--- config.mk ---
export PLATFORM = sky130hd
export DESIGN_NAME = data_memory_param
export DESIGN_NICKNAME = d
export VERILOG_FILES = /design/src/rtl/proc_pkg.sv /design/src/rtl/ram_sdp.sv /design/src/rtl/data_memory_param.sv
export SDC_FILE = /design/constraint.sdc
export NUM_CORES = 2
export LEC_CHECK = 0
export ABC_AREA = 0
export BUFFER_PORTS_ARGS = -buffer_cell sky130_fd_sc_hd__buf_2
export CAP_MARGIN = 30
export CORE_MARGIN = 1.5
export CORE_UTILIZATION = 35
export DETAILED_ROUTE_END_ITERATION = 8
export GPL_ROUTABILITY_DRIVEN = 1
export PLACE_DENSITY_LB_ADDON = 0.25
export SYNTH_ARGS = -nofsm -noshare
export SYNTH_HDL_FRONTEND = slang
export SYNTH_HIERARCHICAL = 1
export SYNTH_SLANG_ARGS = --single-unit
--- constraint.sdc ---
create_clock -name clk -period 4.8 [get_ports clk]
set_input_delay 0.48 -clock clk [delete_from_list [all_inputs] [get_ports clk]]
set_output_delay 0.48 -clock clk [all_outputs]
set_load 0.05 [all_outputs]
--- src/rtl/proc_pkg.sv ---
// Shared processor types: data-memory FSM states, read-output select and default word geometry.
// Default widths are common to the ALU, accumulator and data memory.
package proc_pkg;

   localparam int PROC_DATA_W = 8;
   localparam int PROC_ADDR_W = 8;

   typedef enum logic {
      INIT = 1'b0,
      RUN  = 1'b1
   } state_t;

   typedef enum logic [1:0] {
      RD_ZERO = 2'd0,
      RD_RAM  = 2'd1,
      RD_BYP  = 2'd2
   } rd_sel_t;

endpackage

--- src/rtl/ram_sdp.sv ---
// Bare simple-dual-port array: one write port, one registered read port, no bypass and no reset.
// Read latency 1 cycle; rdata_o holds while re_i is low. Never stalls.
module ram_sdp #(
   parameter int DATA_W = 8,
   parameter int ADDR_W = 8,
   parameter int DEPTH  = 256
) (
   input  logic              clk,
   input  logic              we_i,
   input  logic [ADDR_W-1:0] waddr_i,
   input  logic [DATA_W-1:0] wdata_i,
   input  logic              re_i,
   input  logic [ADDR_W-1:0] raddr_i,
   output logic [DATA_W-1:0] rdata_o
);

   logic [DATA_W-1:0] mem_q [DEPTH];
   logic [DATA_W-1:0] rdata_q;

   // Callers keep both addresses below DEPTH whenever the matching enable is high.
   always_ff @(posedge clk) begin
      if (we_i) begin
         mem_q[waddr_i] <= wdata_i;
      end
      if (re_i) begin
         rdata_q <= mem_q[raddr_i];
      end
   end

   assign rdata_o = rdata_q;

endmodule

--- src/rtl/data_memory_param.sv ---
// Parametrised data memory with post-reset clear engine, write-first collision bypass and range check.
// Read latency 1 cycle; while busy (clear running) every request is ignored, no other backpressure.
module data_memory_param
   import proc_pkg::*;
#(
   parameter int DATA_W         = PROC_DATA_W,
   parameter int ADDR_W         = PROC_ADDR_W,
   parameter int DEPTH          = 256,
   parameter int CLEAR_ON_RESET = 1
) (
   input  logic              clk,
   input  logic              rst_n,
   input  logic              wr_en,
   input  logic [ADDR_W-1:0] wr_addr,
   input  logic [DATA_W-1:0] wr_data,
   input  logic              rd_en,
   input  logic [ADDR_W-1:0] rd_addr,
   output logic [DATA_W-1:0] rd_data,
   output logic              rd_valid,
   output logic              busy,
   output logic              err_oob
);

   localparam logic [ADDR_W:0]   DEPTH_L  = (ADDR_W+1)'(DEPTH);
   localparam logic [ADDR_W-1:0] LAST_PTR = ADDR_W'(DEPTH - 1);

   state_t            state_q;
   logic [ADDR_W-1:0] clr_ptr_q;
   rd_sel_t           sel_q;
   logic [DATA_W-1:0] byp_q;
   logic              rd_valid_q;
   logic              err_oob_q;
   logic              busy_q;

   logic              run;
   logic              wr_inr;
   logic              rd_inr;
   logic              wr_acc;
   logic              rd_acc;
   logic              collide;
   logic              ram_we;
   logic              ram_re;
   logic [ADDR_W-1:0] ram_waddr;
   logic [DATA_W-1:0] ram_wdata;
   logic [DATA_W-1:0] ram_rdata;

   assign run     = (state_q == RUN);
   assign wr_inr  = ({1'b0, wr_addr} < DEPTH_L);
   assign rd_inr  = ({1'b0, rd_addr} < DEPTH_L);
   assign wr_acc  = run & wr_en;
   assign rd_acc  = run & rd_en;
   assign collide = wr_acc & rd_acc & wr_inr & rd_inr & (wr_addr == rd_addr);

   // Clear engine borrows the single write port; gating with rst_n keeps reset from touching the array.
   assign ram_we    = rst_n & (run ? (wr_acc & wr_inr) : 1'b1);
   assign ram_waddr = run ? wr_addr : clr_ptr_q;
   assign ram_wdata = run ? wr_data : '0;
   assign ram_re    = rd_acc & rd_inr & ~collide;

   ram_sdp #(
      .DATA_W (DATA_W),
      .ADDR_W (ADDR_W),
      .DEPTH  (DEPTH)
   ) u_ram (
      .clk     (clk),
      .we_i    (ram_we),
      .waddr_i (ram_waddr),
      .wdata_i (ram_wdata),
      .re_i    (ram_re),
      .raddr_i (rd_addr),
      .rdata_o (ram_rdata)
   );

   always_ff @(posedge clk or negedge rst_n) begin
      if (!rst_n) begin
         state_q    <= (CLEAR_ON_RESET != 0) ? INIT : RUN;
         busy_q     <= (CLEAR_ON_RESET != 0);
         clr_ptr_q  <= '0;
         sel_q      <= RD_ZERO;
         byp_q      <= '0;
         rd_valid_q <= 1'b0;
         err_oob_q  <= 1'b0;
      end else begin
         rd_valid_q <= rd_acc;
         err_oob_q  <= (wr_acc & ~wr_inr) | (rd_acc & ~rd_inr);
         if (rd_acc) begin
            if (!rd_inr) begin
               sel_q <= RD_ZERO;
            end else if (collide) begin
               sel_q <= RD_BYP;
               byp_q <= wr_data;
            end else begin
               sel_q <= RD_RAM;
            end
         end
         case (state_q)
            INIT: begin
               if (clr_ptr_q == LAST_PTR) begin
                  state_q <= RUN;
                  busy_q  <= 1'b0;
               end else begin
                  clr_ptr_q <= clr_ptr_q + 1'b1;
               end
            end
            default: ;
         endcase
      end
   end

   // The RAM output register is only refreshed on real reads, so every select holds while rd_en is low.
   always_comb begin
      rd_data = '0;
      case (sel_q)
         RD_RAM:  rd_data = ram_rdata;
         RD_BYP:  rd_data = byp_q;
         default: rd_data = '0;
      endcase
   end

   assign rd_valid = rd_valid_q;
   assign busy     = busy_q;
   assign err_oob  = err_oob_q;

endmodule
# Word-level counts from Yosys, hierarchy flattened
# Memory sizes are Yosys's and may differ from the RTL's. A register that Yosys moved wholly into a read port is not among the register bits.
# Cells that the tools add are included.
[word_totals]
latchBits = 0
ramBits = 2048
in_bits = 28
n_memories = 1
mem_bits_ro = 0
elab_cells = 33
regBits = 21
out_inout_bits = 11
[mem_list]
columns = ["name", "depth", "word_bits", "rd", "rd_clocked_by_memory_dff", "write_ports", "line_no", "rtl"]
rows = [
  ["u_ram.mem_q", 256, 8, 1, 1, 1, "ram_sdp.sv:17", "logic [DATA_W-1:0] mem_q [DEPTH];"],
]
[op_classes]
bitwise = 9
magnitude_cmp = 0
n_eq_ne = 4
mul = 0
reduce_logical = 3
mux = 9
n_addsub = 1
div = 0
n_shift = 0
[ops]
columns = ["operator", "n"]
rows = [
  ["8-bit two-way mux", 2],
  ["8-bit case mux with 2 select lines", 1],
  ["8-bit by 1-bit adder with 8-bit output, second input constant", 1],
  ["8-bit equality test", 1],
  ["8-bit equality test, second input constant", 1],
  ["1-bit AND", 6],
  ["2-bit AND reduction", 3],
  ["1-bit two-way mux", 5],
  ["1-bit inverter", 3],
  ["2-bit by 1-bit equality test with 1-bit output, second input constant", 1],
  ["2-bit equality test, second input constant", 1],
  ["2-bit two-way mux", 1],
]

# Depth between registers and ports, before layout
[logic_depth]
depth_word = 5
depth_mapped = 11
ltp_nobuf = 6

# Cells and area by module
# Netlist, hierarchy kept.
[by_module_without_submodules]
columns = ["mod", "instances", "cells_each", "seq_area_each_um2", "area_per_inst_um2"]
rows = [
  ["ram_sdp", 1, 3733, 61739.2, 79636.4],
  ["data_memory_param", 1, 118, 526.8, 1275.0],
]

# Worst setup path before layout
# OpenSTA, ideal clock, no wires.
[synth_timing]
kind = "flip-flop to flip-flop"
from = "register state_q, in the netlist run"
to = "memory u_ram.mem_q[0][0], data pin"
path_slack_ns = -0.133
path_buffers = 2
arrival_time_ns = 4.066
stages_incl_launch_ff = 4
period_less_slack_ns = 4.933
setup_ns = 0.867
required_time_ns = 3.933
path_cell_list = "dfrtp_1 -> buf_2 -> clkbuf_1 -> and2_1"
[synth_between]
elab_chain_cells = 1
[synth_lines]
columns = ["element", "line_no", "rtl"]
rows = [
  ["start: declaration", "data_memory_param.sv:27", "state_t state_q;"],
  ["start signal: assignment", "data_memory_param.sv:76", "state_q <= (CLEAR_ON_RESET != 0) ? INIT : RUN;"],
  ["8-bit two-way mux", "data_memory_param.sv:57", "assign ram_wdata = run ? wr_data : '0;"],
  ["via ram_wdata[0]", "data_memory_param.sv:44", "logic [DATA_W-1:0] ram_wdata;"],
  ["end: declaration", "ram_sdp.sv:17", ""],
]
# The timed path passes the listed nets, and every way through them passes these cells.

# Final worst setup path
[layout_timing]
from = "register state_q, in the netlist run"
to = "memory u_ram.mem_q[77][2] (enable)"
[layout_between]
word_cells_on_any_way = 6
cone_classes = "mux (4); bitwise (2)"
[layout_lines]
columns = ["element", "line_no", "rtl"]
rows = [
  ["8-bit two-way mux", "data_memory_param.sv:56", "assign ram_waddr = run ? wr_addr : clr_ptr_q;"],
  ["via ram_waddr[1]", "data_memory_param.sv:43", "logic [ADDR_W-1:0] ram_waddr;"],
]
# The timed path passes the listed nets, and every way through them passes these cells.

==> flow_summary.yaml <==
drt:
  antenna_left: 0
  via_per_inst: 5.46
  drt_iter0_drc: 4000
  drc: 0
  routed-via-count: 40087
  firstDrtPassIters: 5
  routed_wl_um: 216000
  wl_per_cell_um: 29.4
pwr:
  power_per_cell_area_nw_per_um2: 394
  p_clk_frac: 0.435
  swShare: 0.210
  p_sw_w: 0.00768
  combPwrFrac: 0.029
  ir_drop_uv: 397
  intPower_w: 0.0289
  p_leak_nw: 23.9
  power_w: 0.0366
  seqPwrFrac: 0.536
global_routing:
  grt_use_total: 0.183
  antenna_found_initial: 9
  met2_usage: 0.296
  global_route.usage.met3: 0.0354
  grt_pass1_vias: 40978
  use_met1: 0.251
  grt.busiest_layer: "met2"
  grt_pass1_wl_um: 308000
  grt_max_degree: 157
  gr-total-overflow: 0
synthesis:
  synth_edf_count: 2056
  ys.flop_type: "edfxtp_1"
  synth_top_family_by_area: "multiplexers"
  ys_seq_area_frac: 0.770
  async_reset_ff_frac: 0.0101
  synth-simple-area-share: 0.0281
  synth_compound_area_frac: 0.0351
  yosys-top-cells-area: "edfxtp_1 (76%), mux4_2 (13%), mux2i_1 (1.7%)"
  yosys.area.top_type_share: 0.763
  post_synth_instance_area_um2: 80900
  synth_mux_area_frac: 0.147
  yosysWarnings: 6
  ys_ff_latch: 2077
  synth_xor_area_frac: 0.00130
  synth.net_count: 3882
  synth_cell_types: 65
  syn_inst: 3851
  yosysTopAreaCell: "edfxtp_1"
  syn-mean-instance-area_um2: 21.0
  synthAdderAreaFrac: 0.000464
setup_path:
  crit_path_end_kind: "flop"
  cp.required_ps: 5260
  cp-start-kind: "flop"
  critPathMaxStageDelay_ps: 880
  crit_cells: 5
  crit_type: "reg -> reg"
  crit_chain: "mux2_2, nor2b_1, nand4_1, buf_4, nor2_1"
  cp_num_buf_inv: 1
  cp_top_family: "simple AND/OR/NAND/NOR gates"
  crit_slowest_cell: "dfrtp_1"
  r2r_start: "run"
  path_max_fanout: 21
  critPathArrivalTime_ps: 4260
  crit_start: "run"
  reg2regPathDepth: 5
cts:
  cts_tree: "yes"
  clkTransAtPathRegs_ps: 60
  cts_buffer_depth: 3
  clk-insertion-delay-late_ps: 850
  cts_buffers: 212
  cts.sinks: 2077
  root_buffer: "clkbuf_16"
  htreeDepth: 4
sta:
  max_slew_margin: 0.254
  max_freq_ghz: 0.262
  drv_slew: 0
  hold_viol: 0
  setup_viol: 0
  finalCritPeriodShare: 0.794
  tns_ps: 0
  timing.final.ws_setup_ps: 990
  clock_skew_ps: 64.1
  rsz0062_at_grt: "no"
  tightestPinTransition_ps: 1120
  min_period_ps: 3810
placement:
  dp_cells: 6939
  place_ws_ps: 745
  hpwlAfterDp_um: 136000
  routabilityCongestion: 0.836
  io_buffers: 37
  post_dp_cell_area_um2: 86000
final_layout:
  fin_cells: 7348
  synthToLayoutAreaGrowth_pct: 14.8
  nets: 4169
  drive_above_1_share: 0.254
  fin_area_um2: 92800
  layout_common_cells: "edfxtp_1 (2,056), mux4_2 (454), nor2_1 (290), buf_4 (227), clkbuf_16 (213)"
  multi_input_area_um2: 17200
  seq_area_um2: 62300
  n_fill_cell: 20411
  final_common_cell: "edfxtp_1"
die:
  dieArea_um2: 234000
  start_util: 0.352
  die_h_um: 484
  ioPinCount: 39
  core_region_area_um2: 230000
  rows: 176
  die_x_um: 484
min_path:
  hp-class: "in -> async"
flow_run:
  cap_violations: 0
outcome:
  outcome: "finished, final reports clean"
## cells by family (layout without fill, tap and decap cells)
family	after synthesis	count (layout)
muxes	610	610
DFF	2077	2077
adders and majority gates	3	3
and+or+nand+nor	500	500
buffers and inverters	247	715
xor gates and xnor gates	12	12
other	1	4
AOI/OAI and AO/OA	401	401
## worst reg2reg max path: cells and delay by family, from the launching register on
| kind | cells | cell delay [ps] |
|---|---|---|
| muxes | 1 | 510 |
| DFF | 1 | 880 |
| and+or+nand+nor | 3 | 1690 |
| buffers and inverters | 1 | 350 |
## routing by layer
metal / vias up / part of all wire
met3: 332 / 0.065
met5: - / 0.000097
li1: 16722 / -
met4: 4 / 0.030
met2: 1361 / 0.48
met1: 21668 / 0.42
## Yosys cell counts (all sizes together), types with 3 or more instances
master / number
a21boi: 4
buf: 126
nor3: 23
mux2: 20
and2: 16
mux2i: 134
xor2: 9
inv: 6
nor4: 28
nand2b: 10
a22o: 8
nand3: 36
mux4: 456
ha: 3
dfrtp: 20
a2111oi: 5
a31oi: 3
edfxtp: 2056
o211ai: 10
o22a: 5
o21ai: 13
a22oi: 141
o32ai: 5
clkbuf: 114
nor2: 293
xnor2: 3
nor2b: 31
o22ai: 28
a21oi: 97
and3: 3
a211oi: 16
nand4: 12
o221ai: 47
or2: 4
nand2: 35
a221oi: 14
## power by group through the flow
stage / clock, W / combinational (W) / sequential [W]
final: 0.0159 / 0.00106 / 0.0196
after global routing: 0.0170 / 0.00111 / 0.0196
after CTS: 0.0163 / 0.00107 / 0.0196
after detailed placement: 0 / 0.00107 / 0.0200
after global placement: 0 / 0.00106 / 0.0200
after floorplan: 0 / 0.000656 / 0.0200
## registers in the layout, indices dropped and copies added (netlist names)
name	cells
clr_ptr_q	8
byp_q	8
run	1
sel_q	2
rd_valid	1
busy	1
u_ram/mem_q	2048
u_ram/rdata_o	8
## final cells by class
cell class                      count  share of cell area
Antenna cell                        3           0.0000809
Timing Repair Buffer              313              0.0303
Tap cell                         3026              0.0408
Sequential cell                  2077               0.671
Clock buffer                      280              0.0603
Inverter                            7            0.000283
Multi-Input combinational cell   1527               0.186
Clock inverter                    115              0.0120
## final timing paths
check | end | slack (ps)
hold / removal | byp_q[0] | 190
hold reg to reg | busy | 500
setup reg to reg | u_ram/mem_q[77][2] | 990
min in group clk | byp_q[4] | 430
setup / recovery | u_ram/mem_q[77][2] | 990
max in group asynchronous | busy | 4320
## what timing repair did
action                                  CTS  global route
endpoints found under the setup margin    0             0
gates resized for setup                   0             0
setup buffers                             0             0
endpoints found under the hold margin    31             0
hold buffers                             10             0
## metrics by stage
step           utilization  hold slack, ps
2_1_floorplan            -             184
3_3_place_gp         0.373             494
3_5_place_dp         0.374             494
4_1_cts              0.404             135
5_1_grt              0.404             163
6_report             0.404             192
No activity file was read; power rests on OpenSTA's default activity.
